**config.mk**
```make
export PLATFORM = sky130hd
export DESIGN_NAME = ag32gbd_frame_scanner
export DESIGN_NICKNAME = d
export VERILOG_FILES = /design/src/rtl/ag32gbd_frame_scanner.sv
export SDC_FILE = /design/constraint.sdc
export NUM_CORES = 1
export LEC_CHECK = 0
export ABC_AREA = 1
export BUFFER_PORTS_ARGS = -buffer_cell sky130_fd_sc_hd__buf_2
export CAP_MARGIN = 10
export CORE_UTILIZATION = 45
export CTS_CLUSTER_DIAMETER = 60
export CTS_CLUSTER_SIZE = 8
export DETAILED_ROUTE_END_ITERATION = 8
export HOLD_SLACK_MARGIN = 0.02
export PLACE_DENSITY_LB_ADDON = 0.08
export RECOVER_POWER = 25
export SYNTH_ARGS = -nofsm -noshare
export SYNTH_HDL_FRONTEND = slang
export SYNTH_SLANG_ARGS = --single-unit
```
**constraint.sdc**
```tcl
create_clock -name sys_clock -period 2 [get_ports sys_clock]
set_clock_uncertainty 0.05 [all_clocks]
set_input_delay 0.1 -clock sys_clock [delete_from_list [all_inputs] [get_ports sys_clock]]
set_output_delay 0.1 -clock sys_clock [all_outputs]
set_load 0.02 [all_outputs]
```
**src/rtl/ag32gbd_frame_scanner.sv**
```systemverilog
// Raster-scans the 128x112 camera frame through the pixel sampler handshake and
// packs each tile row of eight pixels into two 2bpp bytes for the frame buffer.
module ag32gbd_frame_scanner #(
   parameter int unsigned SAMPLE_TIMEOUT = 4096
) (
   input  logic        sys_clock,
   input  logic        sys_resetn,
   input  logic        FrameStart,
   input  logic        FrameAbort,
   output logic        FrameBusy,
   output logic        FrameDone,
   output logic        SampleTimeoutErr,
   output logic        SampleStart,
   output logic [6:0]  PixelX,
   output logic [6:0]  PixelY,
   input  logic        SampleDone,
   input  logic [1:0]  SampledValue,
   output logic        FbWriteEn,
   output logic [11:0] FbWriteAddr,
   output logic [7:0]  FbWriteData
);

   localparam int unsigned TimerW = (SAMPLE_TIMEOUT > 1) ? $clog2(SAMPLE_TIMEOUT) : 1;
   localparam logic [TimerW-1:0] TimerLast = TimerW'(SAMPLE_TIMEOUT - 1);

   typedef enum logic [2:0] {
      StIdle, StReq, StWaitDone, StWaitLow, StWrLo, StWrHi, StNext
   } scanState_t;

   scanState_t        stateQ, stateD;
   logic [6:0]        pixelXQ, pixelXD, pixelYQ, pixelYD;
   logic [7:0]        planeLoQ, planeLoD, planeHiQ, planeHiD;
   logic [TimerW-1:0] timerQ, timerD;
   logic              doneQ, ssLowQ;
   logic              busyQ, busyD, frameDoneQ, frameDoneD, errQ, errD;
   logic              sampleStartQ, sampleStartD, fbWeQ, fbWeD;
   logic [11:0]       fbAddrQ, fbAddrD;
   logic [7:0]        fbDataQ, fbDataD;
   logic              doneRise;
   logic [11:0]       baseAddr;

   assign doneRise = SampleDone & ~doneQ;
   // tile*16 + row*2, with tile = Y[6:3]*16 + X[6:3], is a pure bit concatenation
   assign baseAddr = {pixelYQ[6:3], pixelXQ[6:3], pixelYQ[2:0], 1'b0};

   always_comb begin
      stateD       = stateQ;
      pixelXD      = pixelXQ;
      pixelYD      = pixelYQ;
      planeLoD     = planeLoQ;
      planeHiD     = planeHiQ;
      timerD       = timerQ;
      busyD        = busyQ;
      frameDoneD   = 1'b0;
      errD         = errQ;
      sampleStartD = 1'b0;
      fbWeD        = 1'b0;
      fbAddrD      = fbAddrQ;
      fbDataD      = fbDataQ;

      unique case (stateQ)
         StIdle: begin
            if (FrameStart && !FrameAbort) begin
               pixelXD  = '0;
               pixelYD  = '0;
               errD     = 1'b0;
               planeLoD = '0;
               planeHiD = '0;
               busyD    = 1'b1;
               stateD   = StReq;
            end
         end
         StReq: begin
            sampleStartD = 1'b1;
            timerD       = '0;
            stateD       = StWaitDone;
         end
         StWaitDone: begin
            sampleStartD = 1'b1;
            timerD       = timerQ + 1'b1;
            if (doneRise) begin
               planeLoD     = {planeLoQ[6:0], SampledValue[0]};
               planeHiD     = {planeHiQ[6:0], SampledValue[1]};
               sampleStartD = 1'b0;
               stateD       = StWaitLow;
            end else if (timerQ == TimerLast) begin
               planeLoD     = {planeLoQ[6:0], 1'b0};
               planeHiD     = {planeHiQ[6:0], 1'b0};
               errD         = 1'b1;
               sampleStartD = 1'b0;
               stateD       = StWaitLow;
            end
         end
         StWaitLow: begin
            // ssLowQ plus the current low SampleStart gives two low cycles
            if (!SampleDone && !sampleStartQ && ssLowQ) begin
               stateD = (pixelXQ[2:0] == 3'd7) ? StWrLo : StNext;
            end
         end
         StWrLo: begin
            fbWeD   = 1'b1;
            fbAddrD = baseAddr;
            fbDataD = planeLoQ;
            stateD  = StWrHi;
         end
         StWrHi: begin
            fbWeD   = 1'b1;
            fbAddrD = {baseAddr[11:1], 1'b1};
            fbDataD = planeHiQ;
            stateD  = StNext;
         end
         StNext: begin
            if (pixelXQ == 7'd127 && pixelYQ == 7'd111) begin
               frameDoneD = 1'b1;
               busyD      = 1'b0;
               stateD     = StIdle;
            end else begin
               if (pixelXQ == 7'd127) begin
                  pixelXD = '0;
                  pixelYD = pixelYQ + 7'd1;
               end else begin
                  pixelXD = pixelXQ + 7'd1;
               end
               stateD = StReq;
            end
         end
         default: stateD = StIdle;
      endcase

      if (FrameAbort && stateQ != StIdle) begin
         stateD       = StIdle;
         sampleStartD = 1'b0;
         fbWeD        = 1'b0;
         busyD        = 1'b0;
         frameDoneD   = 1'b0;
      end
   end

   always_ff @(posedge sys_clock or negedge sys_resetn) begin
      if (!sys_resetn) begin
         stateQ       <= StIdle;
         pixelXQ      <= '0;
         pixelYQ      <= '0;
         planeLoQ     <= '0;
         planeHiQ     <= '0;
         timerQ       <= '0;
         doneQ        <= 1'b0;
         ssLowQ       <= 1'b0;
         busyQ        <= 1'b0;
         frameDoneQ   <= 1'b0;
         errQ         <= 1'b0;
         sampleStartQ <= 1'b0;
         fbWeQ        <= 1'b0;
         fbAddrQ      <= '0;
         fbDataQ      <= '0;
      end else begin
         stateQ       <= stateD;
         pixelXQ      <= pixelXD;
         pixelYQ      <= pixelYD;
         planeLoQ     <= planeLoD;
         planeHiQ     <= planeHiD;
         timerQ       <= timerD;
         doneQ        <= SampleDone;
         ssLowQ       <= ~sampleStartQ;
         busyQ        <= busyD;
         frameDoneQ   <= frameDoneD;
         errQ         <= errD;
         sampleStartQ <= sampleStartD;
         fbWeQ        <= fbWeD;
         fbAddrQ      <= fbAddrD;
         fbDataQ      <= fbDataD;
      end
   end

   assign FrameBusy        = busyQ;
   assign FrameDone        = frameDoneQ;
   assign SampleTimeoutErr = errQ;
   assign SampleStart      = sampleStartQ;
   assign PixelX           = pixelXQ;
   assign PixelY           = pixelYQ;
   assign FbWriteEn        = fbWeQ;
   assign FbWriteAddr      = fbAddrQ;
   assign FbWriteData      = fbDataQ;

endmodule
```
---- Word-level counts from Yosys, hierarchy flattened ----
Index checks and enable logic that the tools add are counted.
storage, ports and cells
  flip-flop bits (word level) ............. 72
  latch bits .............................. 0
  RAM bits ................................ 0
  bits in read-only memories .............. 0
  input bits .............................. 7
  output and inout port bits .............. 39
  logic and storage cells ................. 105
  memories kept ........................... 0
operators by class
  $add $sub $neg .......................... 3
  multipliers ............................. 0
  divide/modulo/power cells ............... 0
  magnitude comparators ................... 0
  eq/ne operators ......................... 20
  shift-type cells ........................ 0
  multiplexer cells ....................... 42
  bitwise gates (word level) .............. 3
  reductions and logical operators ........ 22
operators with widths
  cell                                                  count
  case mux 12 bit (2 select lines)                      2
  case mux 8 bit (2 select lines)                       3
  two-way mux 8 bit                                     5
  two-way mux 7 bit                                     5
  case mux 7 bit (2 select lines)                       2
  case mux 3 bit (7 select lines)                       1
  two-way mux 1 bit                                     15
  two-way mux 3 bit                                     5
  adder 7 x 1 -> 7 bit (second input constant)          2
  equality test 7 bit (second input constant)           2
  adder 12 x 1 -> 12 bit (second input constant)        1
  equality test 12 bit (second input constant)          1
  equality test 3 bit (second input constant)           4
  inequality test 3 bit (second input constant)         4
  AND reduction 3 bit                                   4
  inequality test 2 bit (second input constant)         5
  AND reduction 4 bit                                   2
  nonzero test 2 bit                                    4
  equality test 3 x 2 -> 1 bit (second input constant)  2
  case mux 1 bit (2 select lines)                       3
  nonzero test 3 bit                                    2
  logical AND 1 bit                                     5
  inequality test 4 bit (second input constant)         1
  equality test 3 x 1 -> 1 bit (second input constant)  1
  other kinds (6)                                       9

---- Longest topological paths before layout ----
  depth in word-level cells ............... 6
  mapped depth ............................ 10
  depth with buffers taken out ............ 10

---- Worst setup path before layout ----
Ideal clock, no wire load.
  kind .................................... flip-flop to flip-flop
  from .................................... reg pixelXQ[0] (netlist: PixelX[0])
  to ...................................... reg pixelYQ[5] (netlist: PixelY[5])
  setup time .............................. 0.121 ns
  arrival ................................. 1.488 ns
  required time ........................... 1.829 ns
  setup slack ............................. 0.342 ns
  cell stages (with the launch flop) ...... 10
  path buffers ............................ 1
  period minus slack after synthesis ...... 1.658 ns
  cells stage by stage .................... dfrtp_1 -> ha_1 -> nand2_1 -> nor2_4 -> nand2_2 -> o21ai_2 -> nand2_4 -> buf_8 -> nand2_1 -> o21ai_2
on the way
  word-level cells in the longest chain between the ends .. 4
RTL lines
  what                               RTL line  text
  from (decl)                        31        logic [6:0] pixelXQ, pixelXD, pixelYQ, pixelYD;
  from (signal assigned)             158       pixelXQ <= pixelXD;
  equality test 7 bit (*)            113, 118
  logical AND 1 bit                  113       if (pixelXQ == 7'd127 && pixelYQ == 7'd111) begin
  inequality test 2 bit (no line)    --
  AND reduction 4 bit (no line) (*)  --
  to (signal assigned)               159       pixelYQ <= pixelYD;
  to (decl)                          31
Mark *: on every way between the ends. The rest lies on a longest branch, timed or not.
A chain may end at the register's enable or synchronous reset.

---- Worst setup path in the final report ----
  from .................................... reg stateQ[2]
  to ...................................... reg planeLoQ[1]
on the way
  word-level cells in the longest chain between the ends .. 3
RTL lines
  what                                                             RTL line  text
  from (decl)                                                      30        scanState_t stateQ, stateD;
  from (signal assigned)                                           141       stateQ <= StIdle;
  from (signal assigned)                                           157       stateQ <= stateD;
  equality test 3 x 2 -> 1 bit or zero test 3 bit (tied branches)  61        unique case (stateQ)
  inequality test 3 bit (no line) (tied with other cells)          --
  AND reduction 3 bit (no line)                                    --
  to (signal assigned)                                             160       planeLoQ <= planeLoD;
  to (decl)                                                        32        logic [7:0] planeLoQ, planeLoD, planeHiQ, planeHiD;
Parallel ways exist; a longest one is shown, timed or not.

==> run metrics <==
Port Buffers 45; total grt overflow 0; fin crit period approximately 1700 ps; Synth Flop Type dfrtp_1; DRT Pass-1 Iters 4; vias in the first global route between 2000 and 3000; area grow syn2layout 12.23%; clk_lat worst skew approximately 350 ps; Seq/Total Area, Yosys 50.03%; CP Data Required Time 2230 ps; fmax approximately 580 MHz; Synth Warn # 0; Root Driver clkbuf_8; first-pass GRT wire length between 10000 and 15000 µm; Unique masters post-synth 35; Worst Path Arrival slightly below 2000 ps; Detail Route Antenna Nets 0; Hold Crit Class primary input to flop; post-synthesis cell area 3601 µm²; setup TNS 0 ps; DRC errors left 0; # diodes 0; total track usage a little under a fifth; top cell type's share of synthesized area between 50 and 60%; post-route setup slack between 200 and 300 ps; post-synthesis net count around 430; Yosys top cell by area dfrtp_1; critical path type flop to flop; detailed-route vias per instance ~4.9; Critical Path Sink Type flop; CP Launch Type flop; DP Wirelength 4962 µm; RSZ-0062 raised after global routing false; final hold violations 0; Setup-failing EPs final 0; EDFF count, synth 0; Static Leakage around 2.0 nW; gpl congestion between 0.8 and 0.9; WL per Instance approximately 12 µm; clk sinks just over 70; initial antenna violation count 0; Max Slew Vio Count 0; #FFs+latches synth just over 70; CTS buffer count 9; largest net degree at the start of global routing between 70 and 80; final WL 7038 µm; crit-path max FO 30; Core Rows 32; Cell Pwr Density about 1100 nW/µm²; layout cells sized above 1 about a quarter; synth top area cells dfrtp_1, nand2_1, o21ai_2; initial drt markers around 110; Post-Synthesis Cells between 400 and 500; Max-cap violations 0; CTS tree done; slack of the worst reg-to-reg path around 280 ps; Mean Syn Cell Area approximately 8.5 µm²; H-tree depth 3; Setup Slack @ Placement approximately 300 ps; height of the die 91.46 µm; I/O pin count between 40 and 50; die area about 8400 µm²; cell with the most instances after synthesis nand2_1; DR vias between 2000 and 3000; outcome finished clean; Max-Slew Margin vs Limit a little over a third; Layout Nets 478; total core area 7727 µm²; PostCTS Resize Cnt 0; Post-synth top cells nand2_1, dfrtp_1, nor2_1, inv_1, nand3_1; Starting Density between 40% and 50%; worst slew pin tran just under 1000 ps; Async S/R FF share, synth 100.0%; fin crit share between 80% and 90%; maximum clock insertion buffer count 2; maximum vdd drop about 0.54 mV; die width 91.46 µm; Clock transition at path regs around 80 ps
## registers in the layout, summed over array words and instances (netlist names)
register,count
FbWriteAddr,12
timerQ,12
FbWriteData,8
planeHiQ,8
planeLoQ,8
PixelX,7
PixelY,7
stateQ,3
FbWriteEn,1
FrameBusy,1
FrameDone,1
SampleStart,1
SampleTimeoutErr,1
doneQ,1
ssLowQ,1
## per-layer routing
layer	part of all wire, %	routed length [µm]	global-route usage [%]	vias up
met5	0	0	0	-
met4	1.4	102	7.937	0
met3	3.5	246	4.104	8
met2	48	3348	31.45	48
met1	47	3341	23.61	1303
li1	-	-	-	1446
## metrics by stage
stage	area (µm²)	utilization (%)	total power, mW	hold slack, ps	instances
5_1_grt	4041	52.30	4.958	85.36	574
3_5_place_dp	3841	49.71	3.648	117.4	554
2_1_floorplan	3601	-	3.215	-245.6	422
3_3_place_gp	3841	49.71	3.618	112.6	554
4_1_cts	4054	52.46	4.689	53.09	574
6_report	4041	52.30	4.616	59.74	574
## repair_timing
item	CTS	global route
buffers inserted	0	0
hold endpoints to repair	75	0
hold buffers	4	0
endpoints found under the setup margin	0	0
## worst max-delay path: stages (launching register included)
cell and delay, ps:
dfrtp_1 450, nor2_2 160, nand2_2 140, inv_4 160, nand3_1 100, nand2_2 60
buf_4 330, nand2_1 120, o21ai_2 70
## logic make-up after synthesis
family	share of synthesized area, %
compound gates	12.82
mux	1.251
simple gates	24.29
fa+ha+maj	1.390
buf+inv	9.729
xor+xnor	0.4865
flops	50.03
## final cells by class
| class | count | area [µm²] |
|---|---|---|
| fillers | 762 | 3686 |
| inverters | 43 | 165.2 |
| multi-input cells | 284 | 1449 |
| flip-flops and latches | 72 | 1802 |
| clock inverters | 6 | 45.04 |
| repair buffers | 57 | 325.3 |
| well taps | 102 | 127.6 |
| clock buffers | 10 | 127.6 |
## final timing paths
kind,start,cells after the start,end
max reg2reg,stateQ[2]$_DFFE_PN0P_,8,planeLoQ[1]$_DFFE_PN0P_
min in group asynchronous,sys_resetn,3,FbWriteAddr[9]$_DFFE_PN0N_
min reg2reg,SampleStart$_DFF_PN0_,1,ssLowQ$_DFF_PN0_
min,FrameAbort,4,stateQ[0]$_DFFE_PN0P_
max in group asynchronous,sys_resetn,3,FbWriteAddr[0]$_DFFE_PN0N_
max,stateQ[2]$_DFFE_PN0P_,8,planeLoQ[1]$_DFFE_PN0P_
## cells in the final DEF (no fill, tap or decap), types with 2 or more instances in the layout
master	Yosys	final
inv_2	3	3
a21oi_1	14	14
a31oi_1	9	9
dlygate4sd3_1	0	4
clkbuf_8	0	9
dfrtp_1	72	72
ha_1	4	4
nor2_1	39	39
nand3_1	29	29
o21ai_0	22	22
mux2_2	4	4
o21ai_2	20	20
nand2_1	110	110
nor3b_1	2	2
buf_4	14	7
clkinv_2	1	2
nor2_2	3	3
o21ai_1	3	3
inv_1	37	37
nand3_2	2	2
nand2_2	6	6
buf_2	4	45
a22o_1	2	2
clkinvlp_4	0	3
or2_2	3	3
nand4_1	4	4
## power by group
part | switching, mW | leakage, nW | internal [mW]
Clock | 0.564 | 0.0789 | 0.454
Combinational | 1.10 | 0.964 | 0.529
Sequential | 0.209 | 0.958 | 1.76
Total | 1.88 | 2.00 | 2.74
(Power assumes the default switching activity.)
